### src/rtl/vga_pkg.sv
// Shared timing constants, register map and pixel types for the VGA rectangle peripheral.
package vga_pkg;

  localparam int H_ACTIVE      = 640;
  localparam int V_ACTIVE      = 480;
  localparam int H_TOTAL2      = 1600;
  localparam int V_TOTAL       = 525;
  localparam int H_SYNC_START2 = 1312;
  localparam int H_SYNC_END2   = 1504;
  localparam int V_SYNC_START  = 490;
  localparam int V_SYNC_END    = 492;

  typedef enum logic [2:0] {
    REG_BG     = 3'd0,
    REG_RCOL   = 3'd1,
    REG_P0     = 3'd2,
    REG_P1     = 3'd3,
    REG_CTRL   = 3'd4,
    REG_STATUS = 3'd5
  } reg_addr_e;

  typedef struct packed {
    logic [7:0] r;
    logic [7:0] g;
    logic [7:0] b;
  } rgb_t;

  // One full set of programmable state; used for both the shadow and the live copy.
  typedef struct packed {
    rgb_t       bg;
    rgb_t       rcol;
    logic [9:0] x0;
    logic [8:0] y0;
    logic [9:0] x1;
    logic [8:0] y1;
    logic       rect_en;
  } regs_t;

  // Half-open interval test; an empty interval (hi <= lo) never matches.
  function automatic logic in_span(input logic [9:0] val, input logic [9:0] lo,
                                   input logic [9:0] hi);
    return (val >= lo) && (val < hi);
  endfunction

endpackage

### src/rtl/vga_counters.sv
// Raster counters plus sync/blank generation; two clk cycles per pixel.
module vga_counters
  import vga_pkg::*;
#(
  parameter int ACTIVE_CLKS  = 2 * H_ACTIVE,
  parameter int ACTIVE_LINES = V_ACTIVE,
  parameter int LINE_CLKS    = H_TOTAL2,
  parameter int FRAME_LINES  = V_TOTAL,
  parameter int HS_START     = H_SYNC_START2,
  parameter int HS_END       = H_SYNC_END2,
  parameter int VS_START     = V_SYNC_START,
  parameter int VS_END       = V_SYNC_END
) (
  input  logic        clk,
  input  logic        reset,
  output logic [10:0] hcount,
  output logic [9:0]  vcount,
  output logic        VGA_CLK,
  output logic        VGA_HS,
  output logic        VGA_VS,
  output logic        VGA_BLANK_n
);

  localparam logic [10:0] H_LAST   = 11'(LINE_CLKS - 1);
  localparam logic [9:0]  V_LAST   = 10'(FRAME_LINES - 1);
  localparam logic [10:0] H_VIS    = 11'(ACTIVE_CLKS);
  localparam logic [9:0]  V_VIS    = 10'(ACTIVE_LINES);
  localparam logic [10:0] HS_FIRST = 11'(HS_START);
  localparam logic [10:0] HS_STOP  = 11'(HS_END);
  localparam logic [9:0]  VS_FIRST = 10'(VS_START);
  localparam logic [9:0]  VS_STOP  = 10'(VS_END);

  // Horizontal counter wraps each line and carries into the vertical counter.
  always_ff @(posedge clk) begin
    if (reset) begin
      hcount <= '0;
      vcount <= '0;
    end else if (hcount == H_LAST) begin
      hcount <= '0;
      vcount <= (vcount == V_LAST) ? '0 : vcount + 10'd1;
    end else begin
      hcount <= hcount + 11'd1;
    end
  end

  assign VGA_CLK     = hcount[0];
  assign VGA_HS      = !((hcount >= HS_FIRST) && (hcount < HS_STOP));
  assign VGA_VS      = !((vcount >= VS_FIRST) && (vcount < VS_STOP));
  assign VGA_BLANK_n = (hcount < H_VIS) && (vcount < V_VIS);

endmodule

### src/rtl/vga_rect_display.sv
// Avalon-MM VGA peripheral: solid background plus one rectangle, tear-free register commit.
module vga_rect_display
  import vga_pkg::*;
#(
  parameter int ACTIVE_CLKS  = 2 * H_ACTIVE,
  parameter int ACTIVE_LINES = V_ACTIVE,
  parameter int LINE_CLKS    = H_TOTAL2,
  parameter int FRAME_LINES  = V_TOTAL,
  parameter int HS_START     = H_SYNC_START2,
  parameter int HS_END       = H_SYNC_END2,
  parameter int VS_START     = V_SYNC_START,
  parameter int VS_END       = V_SYNC_END
) (
  input  logic        clk,
  input  logic        reset,
  input  logic        chipselect,
  input  logic        write,
  input  logic        read,
  input  logic [2:0]  address,
  input  logic [31:0] writedata,
  output logic [31:0] readdata,
  output logic [7:0]  VGA_R,
  output logic [7:0]  VGA_G,
  output logic [7:0]  VGA_B,
  output logic        VGA_CLK,
  output logic        VGA_HS,
  output logic        VGA_VS,
  output logic        VGA_BLANK_n,
  output logic        VGA_SYNC_n
);

  localparam logic [9:0] V_VIS = 10'(ACTIVE_LINES);

  logic [10:0] hcount;
  logic [9:0]  vcount;
  logic [9:0]  px_x;
  logic [9:0]  px_y;
  logic        commit;
  logic        vblank;
  regs_t       shadow;
  regs_t       live;
  logic [15:0] frame_cnt;
  rgb_t        pixel;
  logic        unused_bits;

  vga_counters #(
    .ACTIVE_CLKS (ACTIVE_CLKS),
    .ACTIVE_LINES(ACTIVE_LINES),
    .LINE_CLKS   (LINE_CLKS),
    .FRAME_LINES (FRAME_LINES),
    .HS_START    (HS_START),
    .HS_END      (HS_END),
    .VS_START    (VS_START),
    .VS_END      (VS_END)
  ) u_counters (
    .clk        (clk),
    .reset      (reset),
    .hcount     (hcount),
    .vcount     (vcount),
    .VGA_CLK    (VGA_CLK),
    .VGA_HS     (VGA_HS),
    .VGA_VS     (VGA_VS),
    .VGA_BLANK_n(VGA_BLANK_n)
  );

  assign px_x        = hcount[10:1];
  assign px_y        = vcount;
  assign commit      = (hcount == 11'd0) && (vcount == V_VIS);
  assign vblank      = (vcount >= V_VIS);
  assign VGA_SYNC_n  = 1'b0;
  assign unused_bits = &{1'b0, writedata[31:25]};

  // Bus writes only ever touch the shadow copy; bits outside each field are dropped.
  always_ff @(posedge clk) begin
    if (reset) begin
      shadow <= '0;
    end else if (chipselect && write) begin
      case (reg_addr_e'(address))
        REG_BG:   shadow.bg <= writedata[23:0];
        REG_RCOL: shadow.rcol <= writedata[23:0];
        REG_P0: begin
          shadow.x0 <= writedata[9:0];
          shadow.y0 <= writedata[24:16];
        end
        REG_P1: begin
          shadow.x1 <= writedata[9:0];
          shadow.y1 <= writedata[24:16];
        end
        REG_CTRL: shadow.rect_en <= writedata[0];
        default:  ;
      endcase
    end
  end

  // Once per frame at the top of vblank the live set takes the pre-edge shadow value.
  always_ff @(posedge clk) begin
    if (reset) begin
      live      <= '0;
      frame_cnt <= '0;
    end else if (commit) begin
      live      <= shadow;
      frame_cnt <= frame_cnt + 16'd1;
    end
  end

  // Registered read port; holds its last value when no read is issued.
  always_ff @(posedge clk) begin
    if (reset) begin
      readdata <= '0;
    end else if (chipselect && read) begin
      case (reg_addr_e'(address))
        REG_BG:     readdata <= {8'd0, shadow.bg};
        REG_RCOL:   readdata <= {8'd0, shadow.rcol};
        REG_P0:     readdata <= {7'd0, shadow.y0, 6'd0, shadow.x0};
        REG_P1:     readdata <= {7'd0, shadow.y1, 6'd0, shadow.x1};
        REG_CTRL:   readdata <= {31'd0, shadow.rect_en};
        REG_STATUS: readdata <= {vblank, 15'd0, frame_cnt};
        default:    readdata <= '0;
      endcase
    end
  end

  // Pixel colour: black when blanked, rectangle colour inside the live rectangle, else background.
  always_comb begin
    pixel = '0;
    if (VGA_BLANK_n) begin
      pixel = live.bg;
      if (live.rect_en && in_span(px_x, live.x0, live.x1) &&
          in_span(px_y, {1'b0, live.y0}, {1'b0, live.y1})) begin
        pixel = live.rcol;
      end
    end
  end

  assign VGA_R = pixel.r;
  assign VGA_G = pixel.g;
  assign VGA_B = pixel.b;

endmodule

### config.mk
export PLATFORM = sky130hd
export DESIGN_NAME = vga_rect_display
export DESIGN_NICKNAME = d
export VERILOG_FILES = /design/src/rtl/vga_pkg.sv /design/src/rtl/vga_counters.sv /design/src/rtl/vga_rect_display.sv
export SDC_FILE = /design/constraint.sdc
export NUM_CORES = 1
export LEC_CHECK = 0
export CAP_MARGIN = 20
export CORE_AREA = 2 2 141 143
export DETAILED_ROUTE_END_ITERATION = 7
export DIE_AREA = 0 0 143 145
export PLACE_DENSITY = 0.8
export SYNTH_ARGS = -nofsm -noshare
export SYNTH_HDL_FRONTEND = slang
export SYNTH_HIERARCHICAL = 1
export SYNTH_SLANG_ARGS = --single-unit
### constraint.sdc
create_clock -name clk -period 3.93 [get_ports clk]
set_clock_uncertainty 0.2 [all_clocks]
set_input_delay 0.786 -clock clk [delete_from_list [all_inputs] [get_ports clk]]
set_output_delay 0.786 -clock clk [all_outputs]
set_load 0.01 [all_outputs]
## After elaboration in Yosys (flattened, before gate mapping)

Cells that the tools add are included.

- Flip-flop bits (word level): 243
- Input bits: 40
- Output and inout bits: 61
- Logic and storage cells: 72

- $add $sub $neg: 3
- Magnitude comparators: 11
- Equality and inequality tests: 8
- Mux-type cells: 4
- Reductions and logical operators: 20

Operator list:

| operator | number |
|---|---|
| $pmux 32 s6 | 1 |
| $mux 24 | 2 |
| $lt 11x11->1 const B | 2 |
| $ge 10x9->1 const B | 2 |
| $lt 10x9->1 const B | 2 |
| $add 16x1->16 const B | 1 |
| $add 11x1->11 const B | 1 |
| $eq 11x11->1 const B | 1 |
| $ge 11x11->1 const B | 1 |
| $logic_not 11->1 | 1 |
| $add 10x1->10 const B | 1 |
| $eq 10x10->1 const B | 1 |
| $eq 10x9->1 const B | 1 |
| $ge 10x10->1 | 1 |
| $ge 10x9->1 | 1 |
| $logic_and 1x1->1 | 10 |
| $lt 10x10->1 | 1 |
| $lt 10x9->1 | 1 |
| $mux 10 | 1 |
| $reduce_and 2->1 | 5 |
| $eq 3x2->1 const B | 2 |
| $eq 3x3->1 const B | 2 |
| $eq 3x1->1 const B | 1 |
| $logic_not 3->1 | 1 |
| other kinds (2) | 3 |

## Depth between registers and ports, before layout

Gate-level depths: netlist of the first run.

- Depth after elaboration: 6
- Mapped depth: 9
- Gate-level depth less buffers: 8

## By module

The synthesis of the first run kept the hierarchy.

By module, submodules not included:

| module | times used | cells an instance | area each (sq um) |
|---|---|---|---|
| vga_rect_display | 1 | 1,248 | 9,736.8 |
| vga_counters | 1 | 132 | 1,169.9 |

## Least setup slack after synthesis of the first run

OpenSTA, ideal clock, no wires.

- Kind: register -> output
- Start: register u_counters.vcount[0]
- End: output port VGA_B[3]
- Data arrival time: 2.191 ns
- Required time: 2.944 ns
- Path slack: 0.753 ns
- Cell stages (with the launch flop): 10
- Path buffers: 1
- Cell sequence: dfxtp_1 -> inv_1 -> ha_1 -> nand2b_1 -> a21oi_1 -> o221ai_1 -> a41oi_1 -> nor4_4 -> buf_4 -> mux2i_1

- Longest elaborated chain between the ends: 5
- Elaborated cells between the ends (all ways): 8
- Those cells by class: order compare (3); mux (2); reduce/logical (3)

Ends and longest elaborated chain:

| what | line | text |
|---|---|---|
| start, declared | vga_counters.sv:17 | `output logic [9:0] vcount,` |
| start signal, assigned | vga_counters.sv:40 | `vcount <= (vcount == V_LAST) ? '0 : vcount + 10'd1;` |
| $ge 10x9->1 / $lt 10x9->1 (equally long branches) | vga_pkg.sv:42 | `return (val >= lo) && (val < hi);` |
| $logic_and 1x1->1 | vga_pkg.sv:42 |  |
| $logic_and 1x1->1 | vga_rect_display.sv:128 | `if (live.rect_en && in_span(px_x, live.x0, live.x1) &&` |
| $mux 24 | vga_rect_display.sv:128 |  |
| $mux 24 * | vga_rect_display.sv:126 | `if (VGA_BLANK_n) begin` |
| end, declared | vga_rect_display.sv:24 | `output logic [7:0] VGA_B,` |

Mark *: on every way between the ends. The rest lies on a longest branch, timed or not.

## Final worst setup path of the first run

- Start: register u_counters.hcount[2]
- End: output port VGA_B[0]

- Longest elaborated chain between the ends: 6
- Elaborated cells between the ends (all ways): 9
- Those cells by class: order compare (3); mux (2); reduce/logical (4)

Ends and longest elaborated chain:

| what | line | text |
|---|---|---|
| start, declared | vga_counters.sv:16 | `output logic [10:0] hcount,` |
| start signal, assigned | vga_counters.sv:42 | `hcount <= hcount + 11'd1;` |
| $ge 10x10->1 / $lt 10x10->1 (equally long branches) | vga_pkg.sv:42 |  |
| $logic_and 1x1->1 | vga_pkg.sv:42 |  |
| $logic_and 1x1->1 (2 in a row) | vga_rect_display.sv:128 |  |
| $mux 24 | vga_rect_display.sv:128 |  |
| $mux 24 * | vga_rect_display.sv:126 |  |

Marked as above.

==> out/results.txt, run 1 <==
Total Routed Length: 29820 microns
Die area: 20740 sq um
Worst hold path type: reg2reg
Most numerous cell in the Yosys netlist: nand2_1
Crit path max fanout: 7
Worst slack at placement: 0.1073 ns
Critical-path cell list: ha_4 -> a21oi_2 -> o221ai_2 -> a211o_1 -> nor4_4 -> buf_6 -> buf_4 -> mux2i_1 -> buf_4 -> clkbuf_2
Critical path required time: 2.94 ns
Worst-case vdd ir drop: 0.0003303 V
Post-layout utilization of the core: 68.84%
Port bufs: 86
Slowest cell delay on critical path: 0.36 ns
Via density: 5.755
Startpoint Class: flop
Total gr overflow: 0
Post-route ant nets: 0
Syn Std Cell Area: 10910 sq um
CORE AREA: 19210 sq um
Synth warn: 6
Die Height: 145 microns
Count of cell types in the netlist: 58
Worst Slack Setup Final: 0.01935 ns
N_diodes: 0
Number of fill cells: 1508
Synth area leaders: dfxtp_1 44%, nand2_1 15%, a21oi_1 9.1%
Leakage power: 4.579 nW
Final min period: 3.911 ns
Power Density: 401.7 nW/um^2
Period utilization: 99.51%
Area leader, netlist: dfxtp_1
Storage cell area: 4768 sq um
Mean post-synth cell area: 7.903 sq um
CTS buffer count: 25
CTS Sinks: 237
Final instance area: 13220 sq um
Final #Nets: 1536
Fin Hold WS: 0.2540 ns
Setup tns final: 0 ns
Slew headroom: 39.71%
Clock buffer depth: 3
Sequential-to-total area share from yosys stat: 43.50%
Synth cell count leaders: 426 x nand2_1, 237 x dfxtp_1, 198 x a21oi_1
Overall routing resource usage: 28.02%
Gpl congestion: 0.8683
CTS root buffer: clkbuf_16
Final setup viols: 0
Initial Util: 56.78%
First-pass GRT wire length: 47520 microns
CTS Hold Bufs: 0
Max Cap Violations: 0
Vias in the first global route: 9377
Max stage delay cell, worst path: dfxtp_4
Share of cells above drive strength 1: 12.97%
DRC: 0
Boundary Pins: 101
Status: finished clean
Hold Vio Cnt, Final: 0
DR iter-0 viols: 1115
Slew @ Worst Pin: 0.9010 ns
Post-Synthesis Cells: 1380
Synth Flop Type: dfxtp_1
CTS tree: built
Multi-input gate area: 5796 sq um
Asr flop ratio synth: 0%
H-tree Lvls: 1
Clock Latency Late Sink: 0.54 ns
Initial antenna violation count: 0
Synth-to-layout area growth: 21.23%
Detailed placement HPWL: 19020 microns
Placed cell area: 12050 sq um
Critical Path End Type: output pin
Max-slew violation count: 0
Drt wl/cell: 17.16 microns
Seq cells post-synth: 237
CP most frequent cell: buf_4
Via count: 10000
Largest net degree at the start of global routing: 107
CP Class: reg2out
WP data arrival: 2.92 ns
CTS clk-pin slew, worst paths: 0.06 ns
FP Rows: 51
Number of synthesized flops with an enable pin: 0
Drt first pass iters: 5
Fmax: 0.2557 GHz
Die width: 143 microns
Synth top area share: 43.50%
RSZ-0062 raised after global routing: true
==> critical path, delay by kind of cell (launching register included) <==
kind / cells / cell delay [ns]
adder cells (fa/ha/maj): 1 / 0.24
flip-flops: 1 / 0.36
AO/OA/AOI/OAI: 3 / 0.65
AND/OR/NAND/NOR: 1 / 0.29
buffers and inverters: 4 / 0.64
multiplexers: 1 / 0.20
==> layout by cell type, fill, tap and decap left out, drive strengths merged, types with 7 or more instances in the layout <==
| cell | instances |
|---|---|
| nor3 | 9 |
| mux4 | 8 |
| xor2 | 13 |
| nand4 | 17 |
| dfxtp | 237 |
| nand3 | 21 |
| conb | 7 |
| clkdlybuf4s50 | 60 |
| a21oi | 198 |
| a22oi | 29 |
| nand2 | 426 |
| inv | 47 |
| xnor2 | 14 |
| clkbuf | 37 |
| nor4 | 19 |
| nor2 | 71 |
| o21ai | 19 |
| mux2i | 41 |
| buf | 69 |
| ha | 42 |
==> final cells by class <==
type	instances	area share, %
Multi-Input combinational cell	1007	43.83
Clock buffer	32	5.308
Inverter	46	1.306
Clock inverter	14	1.826
Tap cell	265	2.508
Timing Repair Buffer	137	9.160
Sequential cell	237	36.06
==> what timing repair did <==
action                     4_1_cts  5_1_grt
gates resized for setup         78       63
setup endpoints to repair       24       24
buffers inserted                 3        5
gates cloned                     0        1
pin swaps                        3       15
==> through the flow <==
step,power (mW),instances
floorplan,2.601,1386
global placement,2.687,1683
detailed placement,2.689,1683
CTS,5.314,1732
global route,5.446,1738
finish,5.312,1738
==> routing by layer <==
layer / wire, microns / track usage [%]
met1: 13010 / 40.31
met2: 13710 / 42.97
met3: 2418 / 5.314
met4: 675 / 7.772
met5: 0 / 0
==> cells by family after synthesis <==
kind of cell | after synthesis | synth area share, %
buffers and inverters | 142 | 5.633
other | 1 | 0.03438
DFF | 237 | 43.50
muxes | 53 | 5.828
adders and majority gates | 42 | 4.818
xor gates and xnor gates | 27 | 2.168
AOI/OAI and AO/OA | 275 | 14.21
and+or+nand+nor | 603 | 23.80
==> power breakdown <==
part | internal, mW | total, mW | switching [mW]
Sequential | 2.42 | 2.43 | 0.0143
Clock | 1.66 | 2.66 | 0.998
Combinational | 0.0780 | 0.219 | 0.141
Total | 4.16 | 5.31 | 1.15
==> flip-flops by register name, summed over array words and instances, names as in the netlist <==
register           flops
u_counters/vcount     10
live                  87
u_counters/hcount     11
frame_cnt             16
shadow                87
readdata              26
==> path summary, 6_finish.rpt <==
| kind | startpoint | slack (ns) | to | cells after the start |
|---|---|---|---|---|
| setup reg to reg | u_counters/vcount[1] | 0.82 | live[34] | 7 |
| hold reg to reg | live[59] | 0.25 | live[59] | 2 |
| hold / removal | live[59] | 0.25 | live[59] | 2 |
| setup / recovery | u_counters/hcount[2] | 0.02 | VGA_B[0] | 10 |
No activity file was read; power rests on OpenSTA's default activity.
==> run 2, diff against run 1 <==
- CORE_AREA: 2 2 141 143 -> 2 2 148 136
- DIE_AREA: 0 0 143 145 -> 0 0 150 138
- TNS_END_PERCENT: not set -> 30
==> run 2 against run 1 <==
Net effect: maximum frequency about the same; critical path type unchanged; sequential power about the same; sequential cell count unchanged.
==> out/results.txt, run 2 (synthesized netlist as in run 1, its figures left out) <==
Status: finished clean
Die width: 150 microns
WP data arrival: 2.92 ns
Final min period: 3.909 ns
Setup tns final: 0 ns
Worst Slack Setup Final: 0.02062 ns
Period utilization: 99.48%
Die Height: 138 microns
Slew headroom: 47.26%
Post-route ant nets: 0
Via count: 10050
Combinational group share of total power: 4.3%
Most frequent cells in the layout: 426 x nand2_1, 234 x dfxtp_1, 195 x a21oi_1, 69 x nor2_1, 60 x clkdlybuf4s50_1
Boundary Pins: 101
Drt wl/cell: 17.27 microns
Share of cells above drive strength 1: 10.78%
Fin Hold WS: 0.2530 ns
DRC: 0
Slowest cell delay on critical path: 0.39 ns
Post-layout utilization of the core: 67.24%
Biggest regs: live (87), shadow (87), readdata (26)
Hold_sp: live[41]
Gpl congestion: 0.9278
Max stage delay cell, worst path: dfxtp_1
Hold Vio Cnt, Final: 0
Reg2reg start: u_counters/hcount[6]
CTS root buffer: clkbuf_16
Max-slew violation count: 0
Clock buffer depth: 3
Commonest non-fill, non-tap cell in the layout: nand2_1
Power Density: 385.1 nW/um^2
CP most frequent cell: nor4_4
Final setup viols: 0
Vias in the first global route: 9151
First-pass GRT wire length: 47490 microns
Slew @ Worst Pin: 0.7911 ns
Critical Path End Type: output pin
Leakage power: 4.538 nW
Port bufs: 86
CORE AREA: 19370 sq um
Largest net degree at the start of global routing: 81
Clock share of power: 47.2%
H-tree Lvls: 1
Total Routed Length: 29880 microns
Seq pwr share: 48.5%
CTS clk-pin slew, worst paths: 0.06 ns
Fmax: 0.2558 GHz
Worst slack at placement: -0.1821 ns
Sw Share: 21.84%
Worst hold path type: reg2reg
Multi-input gate area: 5709 sq um
Synth-to-layout area growth: 19.44%
Storage cell area: 4751 sq um
Max Cap Violations: 0
Fin cells: 1730
Drt first pass iters: 6
Final instance area: 13030 sq um
CTS tree: built
Overall routing resource usage: 28.25%
Final #Nets: 1543
Reg2Reg Setup Slack: 0.83 ns
Pint: 3.921 mW
Critical path required time: 2.94 ns
R2r endpoint: frame_cnt[11]
RSZ-0062 raised after global routing: true
Overall power: 5.017 mW
WP buf/inv: 3
N_diodes: 0
Die area: 20700 sq um
Initial antenna violation count: 1
DR iter-0 viols: 1064
Critical path depth: 9
Via density: 5.811
CP Class: reg2out
FP Rows: 49
DP Cell Count: 1683
Endpoint, Worst Hold: live[41]
Sw Pwr: 1.096 mW
CTS Sinks: 237
Total gr overflow: 0
Crit path max fanout: 7
Placed cell area: 12130 sq um
Worst-case vdd ir drop: 0.0003019 V
Clock Latency Late Sink: 0.53 ns
WHS Path Cells: 2
Initial Util: 56.30%
Delay-heaviest family, CP: simple AND/OR/NAND/NOR gates
Critical-path cell list: ha_1 -> nand4_1 -> nor3_2 -> nor4_4 -> nor4_4 -> buf_8 -> buf_4 -> mux2i_2 -> clkdlybuf4s15_1
Detailed placement HPWL: 19630 microns
CTS buffer count: 24
Number of fill cells: 1557
Startpoint Class: flop
Worst reg2reg path depth: 7
[run 2: changes by cell type in the layout (fill, tap and decap cells not counted), sizes merged]
cell / change
buf: +6
bufinv: -2
clkbuf: +2
clkinv: -5
clkinvlp: -1
dlygate4sd2: +2
[run 2: metal layers]
layer / part of all wire [%] / vias to the layer above / global-route usage (%)
met5: 0 / - / 0
met1: 44 / 4749 / 41.39
met2: 45 / 438 / 43.50
li1: - / 4804 / -
met3: 9.0 / 62 / 5.083
met4: 2.1 / 0 / 6.554
[run 2: area by class of cell]
type / instances / share of cell area [%]
clock inverters: 6 / 1.114
clock buffers: 34 / 5.052
inverters: 46 / 1.325
multi-input cells: 1007 / 43.82
repair buffers: 145 / 9.768
flip-flops and latches: 237 / 36.47
well taps: 255 / 2.449
[run 2: how the worst max path moves through the flow]
stage | start | endpoint | slack, ns
floorplan | u_counters/vcount[0] | VGA_B[3] | 0.75
global placement | u_counters/vcount[0] | VGA_G[6] | -0.43
detailed placement | u_counters/vcount[0] | VGA_G[3] | -0.18
CTS | live[13] | VGA_B[4] | -0.10
global route | u_counters/hcount[1] | VGA_G[0] | -0.07
finish | u_counters/hcount[7] | VGA_G[0] | 0.02
[run 2: what timing repair did]
| item | CTS | global route |
|---|---|---|
| hold buffers | 0 | 0 |
| pin swaps | 7 | 5 |
| gates resized for setup | 78 | 24 |
| gates cloned | 0 | 0 |
| endpoints found under the setup margin | 24 | 24 |
| setup buffers | 4 | 4 |
[run 2: power by group through the flow]
| stage | clock (mW) | sequential [mW] | combinational (mW) |
|---|---|---|---|
| finish | 2.37 | 2.43 | 0.217 |
| global route | 2.49 | 2.43 | 0.230 |
| CTS | 2.38 | 2.43 | 0.212 |
| detailed placement | 0 | 2.48 | 0.207 |
| global placement | 0 | 2.48 | 0.206 |
| floorplan | 0 | 2.48 | 0.119 |
[run 2: worst reg2reg max path: cells and delay by family (launching register included)]
family | cells | cell delay [ns]
and+or+nand+nor | 5 | 2.06
DFF | 1 | 0.34
buffers and inverters | 1 | 0.19
xor gates and xnor gates | 1 | 0.18
